**src/rtl/rf_wb_arbiter.sv**
```systemverilog
// rf_wb_arbiter: write-back arbiter and load scoreboard for the 2r1w register file.
// The single write port is shared between the ALU result path and the load-return
// path. A load return always wins the port. An ALU result that loses the port is
// parked in a small skid FIFO. A per-register pending-load scoreboard drives the
// decode stall.
//
// Ports
//   clk, rst_n                         clock, async active-low reset
//   i_alu_valid/addr/data, o_alu_ready ALU result offer and acceptance
//   i_ld_issue/issue_addr, o_ld_issue_ready  load issue (marks destination pending)
//   i_ld_valid/addr/data               load return (no backpressure)
//   i_rs1_addr, i_rs2_addr, o_stall    decode-stage hazard check
//   o_wr_en/addr/data                  registered register-file write port
//   o_err                              sticky protocol error
//
// Optional build macro RF_WB_ERR_EN: when it is defined, o_err flags a return to a
// register with no pending load and an issue while o_ld_issue_ready=0. Without the
// macro, o_err is tied to 0.
module rf_wb_arbiter #(
  parameter int WIDTH      = 32,
  parameter int DEPTH      = 32,
  parameter int FIFO_DEPTH = 2,
  localparam int AW        = $clog2(DEPTH)
) (
  input  logic             clk,
  input  logic             rst_n,
  input  logic             i_alu_valid,
  output logic             o_alu_ready,
  input  logic [AW-1:0]    i_alu_addr,
  input  logic [WIDTH-1:0] i_alu_data,
  input  logic             i_ld_issue,
  input  logic [AW-1:0]    i_ld_issue_addr,
  output logic             o_ld_issue_ready,
  input  logic             i_ld_valid,
  input  logic [AW-1:0]    i_ld_addr,
  input  logic [WIDTH-1:0] i_ld_data,
  input  logic [AW-1:0]    i_rs1_addr,
  input  logic [AW-1:0]    i_rs2_addr,
  output logic             o_stall,
  output logic             o_wr_en,
  output logic [AW-1:0]    o_wr_addr,
  output logic [WIDTH-1:0] o_wr_data,
  output logic             o_err
);

  localparam int PW = $clog2(FIFO_DEPTH);

  logic [DEPTH-1:0]      pending, pending_nxt;
  logic [AW-1:0]         fifo_addr [FIFO_DEPTH];
  logic [WIDTH-1:0]      fifo_data [FIFO_DEPTH];
  logic [FIFO_DEPTH-1:0] fifo_vld;
  logic [PW-1:0]         rd_ptr, wr_ptr;

  logic fifo_empty, fifo_full, alu_acc, iss_acc;
  logic take_fifo, take_alu, push;

  // Per-slot valid bits: the slot under rd_ptr is empty only when the whole FIFO
  // is empty, and the slot under wr_ptr is occupied only when the FIFO is full.
  assign fifo_empty = !fifo_vld[rd_ptr];
  assign fifo_full  = fifo_vld[wr_ptr];

  // Holding ALU results for a register with an outstanding load prevents a
  // younger ALU write from being overwritten by the older load.
  assign o_alu_ready      = !fifo_full && !pending[i_alu_addr];
  assign o_ld_issue_ready = !pending[i_ld_issue_addr];
  assign alu_acc          = i_alu_valid && o_alu_ready;
  assign iss_acc          = i_ld_issue && o_ld_issue_ready;

  assign take_fifo = !i_ld_valid && !fifo_empty;
  assign take_alu  = !i_ld_valid && fifo_empty && alu_acc;
  assign push      = alu_acc && !take_alu;

  always_comb begin
    pending_nxt = pending;
    if (i_ld_valid) pending_nxt[i_ld_addr] = 1'b0;
    if (iss_acc && (i_ld_issue_addr != '0)) pending_nxt[i_ld_issue_addr] = 1'b1;
  end

  // The entry in the output register is covered by the register-file write
  // bypass, so only the scoreboard and the FIFO contents are checked here.
  always_comb begin
    o_stall = 1'b0;
    if (i_rs1_addr != '0 && pending[i_rs1_addr]) o_stall = 1'b1;
    if (i_rs2_addr != '0 && pending[i_rs2_addr]) o_stall = 1'b1;
    for (int i = 0; i < FIFO_DEPTH; i++) begin
      if (fifo_vld[i] && i_rs1_addr != '0 && fifo_addr[i] == i_rs1_addr) o_stall = 1'b1;
      if (fifo_vld[i] && i_rs2_addr != '0 && fifo_addr[i] == i_rs2_addr) o_stall = 1'b1;
    end
  end

  always_ff @(posedge clk or negedge rst_n) begin
    if (!rst_n) begin
      pending   <= '0;
      fifo_vld  <= '0;
      rd_ptr    <= '0;
      wr_ptr    <= '0;
      o_wr_en   <= 1'b0;
      o_wr_addr <= '0;
      o_wr_data <= '0;
      for (int i = 0; i < FIFO_DEPTH; i++) begin
        fifo_addr[i] <= '0;
        fifo_data[i] <= '0;
      end
    end else begin
      pending <= pending_nxt;

      // Writes to x0 still consume their slot but never assert the write enable.
      if (i_ld_valid) begin
        o_wr_en   <= (i_ld_addr != '0);
        o_wr_addr <= i_ld_addr;
        o_wr_data <= i_ld_data;
      end else if (take_fifo) begin
        o_wr_en   <= (fifo_addr[rd_ptr] != '0);
        o_wr_addr <= fifo_addr[rd_ptr];
        o_wr_data <= fifo_data[rd_ptr];
      end else if (take_alu) begin
        o_wr_en   <= (i_alu_addr != '0);
        o_wr_addr <= i_alu_addr;
        o_wr_data <= i_alu_data;
      end else begin
        o_wr_en <= 1'b0;
      end

      // Push and pop in one cycle never touch the same slot: a push needs a
      // non-full FIFO, a pop a non-empty one, so the pointers differ.
      if (take_fifo) begin
        fifo_vld[rd_ptr] <= 1'b0;
        rd_ptr           <= rd_ptr + PW'(1);
      end
      if (push) begin
        fifo_vld[wr_ptr]  <= 1'b1;
        fifo_addr[wr_ptr] <= i_alu_addr;
        fifo_data[wr_ptr] <= i_alu_data;
        wr_ptr            <= wr_ptr + PW'(1);
      end
    end
  end

`ifdef RF_WB_ERR_EN
  always_ff @(posedge clk or negedge rst_n) begin
    if (!rst_n) begin
      o_err <= 1'b0;
    end else if ((i_ld_valid && i_ld_addr != '0 && !pending[i_ld_addr]) ||
                 (i_ld_issue && !o_ld_issue_ready)) begin
      o_err <= 1'b1;
    end
  end
`else
  assign o_err = 1'b0;
`endif

endmodule

```
**config.mk**
```make
export PLATFORM = sky130hd
export DESIGN_NAME = rf_wb_arbiter
export DESIGN_NICKNAME = d
export VERILOG_FILES = /design/src/rtl/rf_wb_arbiter.sv
export SDC_FILE = /design/constraint.sdc
export NUM_CORES = 1
export LEC_CHECK = 0
export CAP_MARGIN = 0
export CORE_ASPECT_RATIO = 0.7
export CORE_MARGIN = 2
export CORE_UTILIZATION = 35
export DETAILED_ROUTE_END_ITERATION = 16
export GPL_TIMING_DRIVEN = 0
export PLACE_DENSITY = 0.63
export RECOVER_POWER = 25
export REMOVE_ABC_BUFFERS = 1
export SLEW_MARGIN = 20
export SYNTH_ARGS = -nofsm -noshare
export SYNTH_HDL_FRONTEND = slang
export SYNTH_SLANG_ARGS = --single-unit
```
**constraint.sdc**
```tcl
create_clock -name clk -period 4.9 [get_ports clk]
set_input_delay 0.98 -clock clk [delete_from_list [all_inputs] [get_ports clk]]
set_output_delay 0.98 -clock clk [all_outputs]
set_load 0.1 [all_outputs]
```
* After elaboration in Yosys (flattened, before gate mapping)
Cells that the tools add are included.
** Word-level totals
- Flip-flop bits (word level) :: 148
- Input bits :: 94
- Output and inout bits :: 42
- Word-level logic and storage cells :: 126
** Cells by class
- Add/subtract/negate cells :: 2
- Magnitude comparators :: 14
- Equal/unequal tests :: 4
- Muxes and demuxes :: 51
- Bitwise gates (word level) :: 8
- Reductions and logical operators :: 36
** Operators by type and width (count)
- $mux 32 :: 9
- $bwmux 64 :: 1
- $mux 5 :: 7
- $and 32x32->32 :: 1
- $demux 32 s1 :: 1
- $not 32->32 :: 1
- $or 32x32->32 :: 1
- $lt 5x6->1 const B :: 5
- $reduce_bool 5->1 :: 6
- $logic_and 1x1->1 :: 23
- $mux 1 :: 21
- $bmux 1 s5 :: 4
- $eq 5x5->1 :: 4
- $bwmux 10 :: 1
- $demux 1 s5 :: 2
- $ge 5x1->1 const B :: 2
- $logic_not 1->1 :: 6
- $demux 5 s1 :: 1
- $ge 2x2->1 const B :: 2
- $lt 1x2->1 const B :: 2
- $mux 2 :: 2
- $not 1->2 :: 2
- $reduce_bool 3->1 :: 1
- $add 1x1->1 const B :: 2
- other kinds (6) :: 8

* Longest topological paths before layout
Gate-level depths: netlist of the first run.
- Depth in word-level cells :: 9
- Mapped depth :: 9
- Depth with buffers taken out :: 6

* Worst setup path after synthesis of the first run
Ideal clock, no wire load.
- Path kind :: in2out
- Start point :: in i_rs2_addr[0]
- End point :: out o_stall
- Data arrival time :: 3621 ps
- Required time :: 3920 ps
- Setup slack :: 299 ps
- Stages on the path :: 7
- Buffers on the path :: 2
- Cell sequence :: clkbuf_1 buf_2 o21ai_0 o311a_1 a31oi_1 a311oi_1 o22ai_1
** On the way
- Longest elaborated chain between the ends :: 8
- Elaborated cells between the ends (all ways) :: 15
- Those cells by class :: eq/ne (2); mux (7); reduce/logical (6)
** Ends and longest elaborated chain
- from (decl) :: line 38 : input logic [AW-1:0] i_rs2_addr,
- $bmux 1 s5 :: line 84 : if (i_rs2_addr != '0 && pending[i_rs2_addr]) o_stall = 1'b1;
- $mux 1 (implied by the code) :: line 84
- $logic_and 1x1->1 :: line 84
- $mux 1 :: line 84
- $mux 1 :: line 86 : if (fifo_vld[i] && i_rs1_addr != '0 && fifo_addr[i] == i_rs1_addr) o_stall = 1'b1;
- $mux 1 :: line 87 : if (fifo_vld[i] && i_rs2_addr != '0 && fifo_addr[i] == i_rs2_addr) o_stall = 1'b1;
- $mux 1 :: line 86
- $mux 1 (*) :: line 87
- to (decl) :: line 39 : output logic o_stall,
Mark *: on every way between the ends. The rest lies on a longest branch, timed or not. The select of a mux whose other input is x is not followed.

* Final worst setup path of the first run
- Start point :: in i_rs1_addr[1]
- End point :: out o_stall
** On the way
- Longest elaborated chain between the ends :: 9
- Elaborated cells between the ends (all ways) :: 16
- Those cells by class :: eq/ne (2); mux (8); reduce/logical (6)
** Ends and longest elaborated chain
- from (decl) :: line 37 : input logic [AW-1:0] i_rs1_addr,
- $bmux 1 s5 :: line 83 : if (i_rs1_addr != '0 && pending[i_rs1_addr]) o_stall = 1'b1;
- $mux 1 (implied by the code) :: line 83
- $logic_and 1x1->1 :: line 83
- $mux 1 :: line 83
- $mux 1 :: line 84
- $mux 1 :: line 86
- $mux 1 :: line 87
- $mux 1 (*) :: line 86
- $mux 1 (*) :: line 87
Marked as above.

==> results.json, run 1 <==
{
  "holdBufCountCts": 0,
  "clk_path_buf_depth": 2,
  "fill_cells": 2230,
  "synth.ff_latch_count": 148,
  "yosysSeqAreaShare_pct": 43.5,
  "die_area_um2": 25600,
  "worstPathRequired_ps": 3920,
  "gr-usage-met3_pct": 5.35,
  "fin_setup_tns_ps": 0,
  "drt-wirelength-per-cell_um": 21.3,
  "irDropWorstVdd_mv": 0.581,
  "path_cells": "clkdlybuf4s50_1 > mux4_2 > mux2_2 > nand2_1 > o311ai_0 > a21oi_1 > o22ai_1 > clkdlybuf4s15_2",
  "finalMaxSlewViolations": 83,
  "n_antenna_cell": 0,
  "power_leakage_nw": 4.55,
  "synthToLayoutAreaGrowth_pct": 26.2,
  "drive_gt1_share_pct": 14.9,
  "core_um2": 23800,
  "clock_latency_ps": 420,
  "cts_tree": "built",
  "hold_violations": 0,
  "max_freq_ghz": 0.212,
  "crit_path_start_kind": "input pin",
  "setup_viol": 0,
  "drt-total-wl_mm": 25.9,
  "io_buffers": 134,
  "gp_congestion": 0.883,
  "ys_types": 59,
  "status": "finished with violations",
  "cts.htree.levels": 4,
  "via_per_inst": 5.61,
  "cp-end-kind": "output pin",
  "timing.final.ws_setup_ps": 180,
  "ys_warn_count": 0,
  "route.vias.total": 6816,
  "cp_slowest_stage_delay_ps": 850,
  "cp.arrival_ps": 3740,
  "violations": "capacitance limit, slew limit",
  "crit_type": "in2out",
  "grtUsageMet2_pct": 27.9,
  "final_antenna_net_count": 0,
  "slowest_stage": "clkdlybuf4s50_1",
  "grt_pass1_wl_mm": 40.0,
  "cts_root_buf": "clkbuf_16",
  "clock_sinks": 148,
  "max-cap-violations": 1,
  "grt_usage_pct": 20.3,
  "ios": 136,
  "post-route-util_pct": 45.3,
  "cts_buffers": 17,
  "antenna_found_initial": 0,
  "drc": 0,
  "fp.dieH_um": 135,
  "stdcell_area_um2": 10800,
  "power-per-cell-area_nw_per_um2": 667,
  "post_dp_cell_area_um2": 10200,
  "grt_max_degree": 83,
  "timing.final.crit_period_ps": 4720,
  "grt_pass1_vias": 6806,
  "synth_edf_count": 0,
  "post-place-ws_ps": -1090,
  "cts.clk_slew.worst_paths_ps": 60,
  "cp_top_family": "buffers and inverters",
  "layout.nets": 981,
  "dp_hpwl_mm": 17.4,
  "initial_core_util_pct": 35.9,
  "fin_skew_ps": 11.7,
  "syn_area_per_cell_um2": 10.9,
  "rsz0062_at_grt": "false",
  "syn_inst": 783,
  "place_inst": 1185,
  "busiest_layer": "met1",
  "firstDrtPassIters": 5,
  "tightest_slew_ps": 2030,
  "synthArstFlopShare_pct": 100,
  "grt_overflow": 0,
  "dieWidth_um": 190,
  "finalCritPeriodShare_pct": 96.3,
  "netlist_area_um2": 8520,
  "stdcell_count": 1216,
  "hold_path_class": "reg2reg",
  "p_total_mw": 7.17,
  "fp-row-count": 47,
  "relSlewSlack_pct": -35.0,
  "drt_iter0_drc": 538,
  "crit_buf_inv": 2,
  "use_met1_pct": 31.4,
  "ys.flop_type": "dfrtp_1",
  "holdWs_ps": 482,
  "crit_fanout": 10
}
-- metal layers --
layer	share of wire, %	up-vias
met5	0	-
met4	1.2	0
met2	42	276
met3	8.5	22
li1	-	3097
met1	49	3421
-- layout make-up --
cell class,instances,area [um2],share of cell area [%]
Clock inverter,10,134,1.25
Tap cell,318,398,3.70
Sequential cell,148,3710,34.5
Clock buffer,20,447,4.15
Inverter,4,15.0,0.140
Multi-Input combinational cell,570,4500,41.8
Timing Repair Buffer,146,1550,14.5
-- cell families (layout without fill, tap and decap cells) --
group | count (synthesis) | after routing | share of synthesized area (%)
compound gates | 217 | 218 | 15.4
simple gates | 170 | 170 | 9.83
mux | 160 | 160 | 25.1
flops | 148 | 148 | 43.5
buf+inv | 66 | 180 | 4.07
xor+xnor | 21 | 21 | 2.16
other cells | 1 | 1 | 0.0440
-- path summary, 6_finish.rpt --
path / end / slack (ps) / start / cells after the start
max: o_stall / 180 / i_rs1_addr[1] / 8
min: fifo_data[48]$_DFFE_PN0P_ / 480 / fifo_data[48]$_DFFE_PN0P_ / 1
max reg2reg: fifo_data[49]$_DFFE_PN0P_ / 1570 / pending[6]$_DFF_PN0_ / 9
min reg2reg: fifo_data[48]$_DFFE_PN0P_ / 480 / fifo_data[48]$_DFFE_PN0P_ / 1
max in group asynchronous: o_wr_data[2]$_DFFE_PN0P_ / 2070 / rst_n / 2
min in group asynchronous: pending[29]$_DFF_PN0_ / 490 / rst_n / 1
-- worst reg2reg max path, stage by stage (launching register included) --
cell,delay (ps)
dfrtp_1,450
mux2i_1,220
a22oi_1,130
nand4_1,240
o2111a_2,530
buf_16,220
nor4b_4,640
buf_6,280
buf_6,190
mux2_1,330
-- sequential cells by signal, summed over array words and instances (netlist names) --
| register | count |
|---|---|
| wr_ptr | 1 |
| fifo_addr | 10 |
| o_wr_data | 32 |
| fifo_data | 64 |
| o_wr_addr | 5 |
| rd_ptr | 1 |
| o_wr_en | 1 |
| pending | 32 |
| fifo_vld | 2 |
-- where the power goes --
| part | internal [mW] | total, mW | leakage [nW] | switching [mW] |
|---|---|---|---|---|
| clock network | 0.805 | 1.31 | 0.281 | 0.509 |
| logic | 1.37 | 3.61 | 2.48 | 2.24 |
| registers | 1.78 | 2.25 | 1.78 | 0.469 |
-- cells in the final DEF (no fill, tap or decap), drive strengths merged, types with 3 or more instances in the layout --
master           n
dfrtp          148
clkdlybuf4s50  124
o21ai          100
mux2            80
mux2i           60
nor2            50
nand2           50
a21oi           48
o22a            34
clkbuf          22
mux4            20
xor2            16
buf             14
nand3           12
nand3b           8
a22oi            7
nor2b            6
or3              6
nand2b           6
o31ai            6
and2             5
xnor2            5
clkinv           5
inv              4
a211oi           4
nor4             4
or2              4
nand4            3
and3             3
nor3             3
a31oi            3
o22ai            3
bufinv           3
clkdlybuf4s15    3
or4              3
-- cells in the mapped netlist, drive strengths merged, types with 2 or more instances --
cell | number | area, um2
a211oi | 4 | 30.0
a21o | 2 | 15.0
a21oi | 48 | 240
a22oi | 7 | 52.6
a2bb2oi | 2 | 17.5
a31oi | 3 | 18.8
and2 | 5 | 31.3
and3 | 3 | 18.8
buf | 27 | 196
clkbuf | 35 | 135
dfrtp | 148 | 3700
inv | 4 | 15.0
mux2 | 80 | 1080
mux2i | 60 | 601
mux4 | 20 | 450
nand2 | 50 | 188
nand2b | 6 | 37.5
nand3 | 12 | 60.1
nand3b | 8 | 60.1
nand4 | 3 | 18.8
nor2 | 50 | 188
nor2b | 6 | 37.5
nor3 | 3 | 15.0
nor4 | 4 | 25.0
nor4b | 2 | 23.8
o21ai | 100 | 500
o22a | 34 | 298
o22ai | 3 | 18.8
o31ai | 6 | 45.0
or2 | 4 | 25.0
or3 | 6 | 37.5
or3b | 2 | 17.5
or4 | 3 | 26.3
xnor2 | 5 | 43.8
xor2 | 16 | 140
-- what timing repair did --
item,in CTS,in global routing
resized for setup,14,6
hold endpoints to repair,0,0
cloned,0,1
setup buffers,0,0
setup endpoints to repair,3,2
pin swaps,0,0
(Power assumes the default switching activity.)
==> run 2: changes to the inputs <==
- SETUP_SLACK_MARGIN: unset -> 0.4
==> run 2 against run 1 <==
Compared with the run above: the flow still finishes with violations (capacitance limit, slew limit); fmax rose by 8.2%; worst setup slack improved by 360 ps; utilization barely moved; die area did not move; count of clock-buffer cells in the layout did not move; routed wire length fell by 0.24%; critical endpoint is now o_alu_ready; largest power group unchanged.
==> results.json, run 2 (synthesis gave the netlist of run 1 again) <==
{
  "status": "finished with violations",
  "violations": "capacitance limit, slew limit",
  "cts_tree": "built",
  "path_cells": "clkdlybuf4s50_1 > nor2b_1 > a22oi_1 > nand4_1 > o2111a_2 > buf_16 > and2_1 > buf_4",
  "drt_iter0_drc": 595,
  "core_um2": 23800,
  "fp-row-count": 47,
  "p_int_mw": 3.96,
  "grt_usage_pct": 20.8,
  "p_sw_mw": 3.22,
  "irDropWorstVdd_mv": 0.580,
  "ios": 136,
  "largest_register_ffs": 64,
  "rr_startpoint": "pending[6]$_DFF_PN0_",
  "hold_violations": 0,
  "max_freq_ghz": 0.229,
  "crit_type": "in2out",
  "route.vias.total": 6805,
  "fp.dieH_um": 135,
  "clock_latency_ps": 420,
  "grt_pass1_vias": 6832,
  "cts_root_buf": "clkbuf_16",
  "die_area_um2": 25600,
  "holdWs_ps": 481,
  "n_antenna_cell": 0,
  "drt-total-wl_mm": 25.8,
  "final_cell_mix": "dfrtp_1, clkdlybuf4s50_1, o21ai_0, mux2i_1, nor2_1",
  "finalCritPeriodShare_pct": 89.0,
  "drt-wirelength-per-cell_um": 21.2,
  "cts.htree.levels": 4,
  "gp_congestion": 0.883,
  "finalMaxSlewViolations": 83,
  "largest_register": "fifo_data",
  "hold_path_class": "in2async",
  "cp.arrival_ps": 3380,
  "p_total_mw": 7.18,
  "final_common_cell": "dfrtp_1",
  "final-seq-area_um2": 3710,
  "antenna_found_initial": 0,
  "crit_start": "i_alu_addr[3]",
  "initial_core_util_pct": 35.9,
  "cts.clk_slew.worst_paths_ps": 60,
  "pwr-share-comb_pct": 50.4,
  "io_buffers": 134,
  "worstPathRequired_ps": 3920,
  "multi_input_area_um2": 4500,
  "grt_pass1_wl_mm": 40.6,
  "cts_buffers": 17,
  "slowest_stage": "clkdlybuf4s50_1",
  "grt_max_degree": 83,
  "layout.nets": 982,
  "clk_path_buf_depth": 2,
  "cp_top_family": "buffers and inverters",
  "drc": 0,
  "power_leakage_nw": 4.54,
  "power-per-cell-area_nw_per_um2": 668,
  "grt_overflow": 0,
  "cp-end-kind": "output pin",
  "fill_cells": 2232,
  "tightest_slew_ps": 2050,
  "rsz0062_at_grt": "false",
  "crit_path_start_kind": "input pin",
  "synthToLayoutAreaGrowth_pct": 26.2,
  "final_antenna_net_count": 0,
  "seqPwrFrac_pct": 31.3,
  "dp_hpwl_mm": 17.4,
  "via_per_inst": 5.59,
  "setup_viol": 0,
  "timing.final.crit_period_ps": 4360,
  "top_regs": "fifo_data (64), o_wr_data (32), pending (32)",
  "fin_skew_ps": 11.5,
  "clock_sinks": 148,
  "relSlewSlack_pct": -36.4,
  "crit_fanout": 23,
  "swShare_pct": 44.9,
  "max-cap-violations": 1,
  "dieWidth_um": 190,
  "crit_buf_inv": 3,
  "firstDrtPassIters": 5,
  "pwr-share-clk_pct": 18.3,
  "drive_gt1_share_pct": 15.2,
  "cp_slowest_stage_delay_ps": 690
}
==> run 2: cell types whose count changed in the layout (fill, tap and decap cells not counted), sizes merged <==
cell,change
dlygate4sd2,+2
clkdlybuf4s15,+1
clkbuf,-1
clkdlybuf4s50,-2
dlymetal6s2s,-2
buf,+3
==> run 2: final cells by class <==
class,instances,share of cell area (%)
Tap cell,318,3.70
Timing Repair Buffer,147,14.4
Multi-Input combinational cell,570,41.8
Clock inverter,10,1.25
Inverter,4,0.140
Sequential cell,148,34.5
Clock buffer,20,4.16
==> run 2: layer usage <==
layer / wire length, um / part of all wire, % / global-route usage, % / up-vias
met5: 0 / 0 / 0 / -
li1: - / - / - / 3092
met1: 12800 / 50 / 32.3 / 3420
met4: 323 / 1.2 / 5.43 / 0
met3: 2080 / 8.1 / 5.38 / 27
met2: 10600 / 41 / 28.2 / 266
==> run 2: what timing repair did <==
item,4_1_cts,5_1_grt
endpoints found under the setup margin,66,2
gates resized for setup,30,1
setup buffers,0,1
hold endpoints to repair,0,0
pin swaps,1,1
gates cloned,1,0
hold buffers,0,0
==> run 2: power groups by stage <==
stage	logic [mW]	registers, mW	clock network, mW
floorplan	1.48	3.29	0
global placement	3.45	2.30	0
detailed placement	3.61	2.24	0
CTS	3.62	2.24	1.34
global route	3.81	2.31	1.39
finish	3.61	2.25	1.31
==> run 2: stage by stage <==
stage                     setup TNS (ps)  worst slack, ps  cells  util (%)  instance area [um2]
after floorplan                   -38390            -1040    721         -                 8190
after global placement           -785780            -4880   1173      41.8                 9930
after detailed placement          -13170            -1090   1185      42.9                10200
after CTS                              0              379   1216      45.3                10800
after global routing                   0              415   1217      45.2                10800
final                                  0              538   1217      45.2                10800
==> run 2: path summary, 6_finish.rpt <==
check	slack, ps	endpoint	cells after the start
max	540	o_alu_ready	8
min	480	pending[29]$_DFF_PN0_	1
max reg2reg	1820	fifo_data[43]$_DFFE_PN0P_	9
min reg2reg	480	fifo_data[48]$_DFFE_PN0P_	1
max in group asynchronous	2040	fifo_data[40]$_DFFE_PN0P_	2
min in group clk	480	fifo_data[48]$_DFFE_PN0P_	1
==> run 2: worst reg2reg max path, cell delays in order (launching register included) <==
cell      delay, ps
dfrtp_1         450
mux2i_1         210
a22oi_1         120
nand4_1         260
o2111a_2        320
buf_16          180
nor4b_4         630
buf_6           270
buf_6           190
mux2_1          330
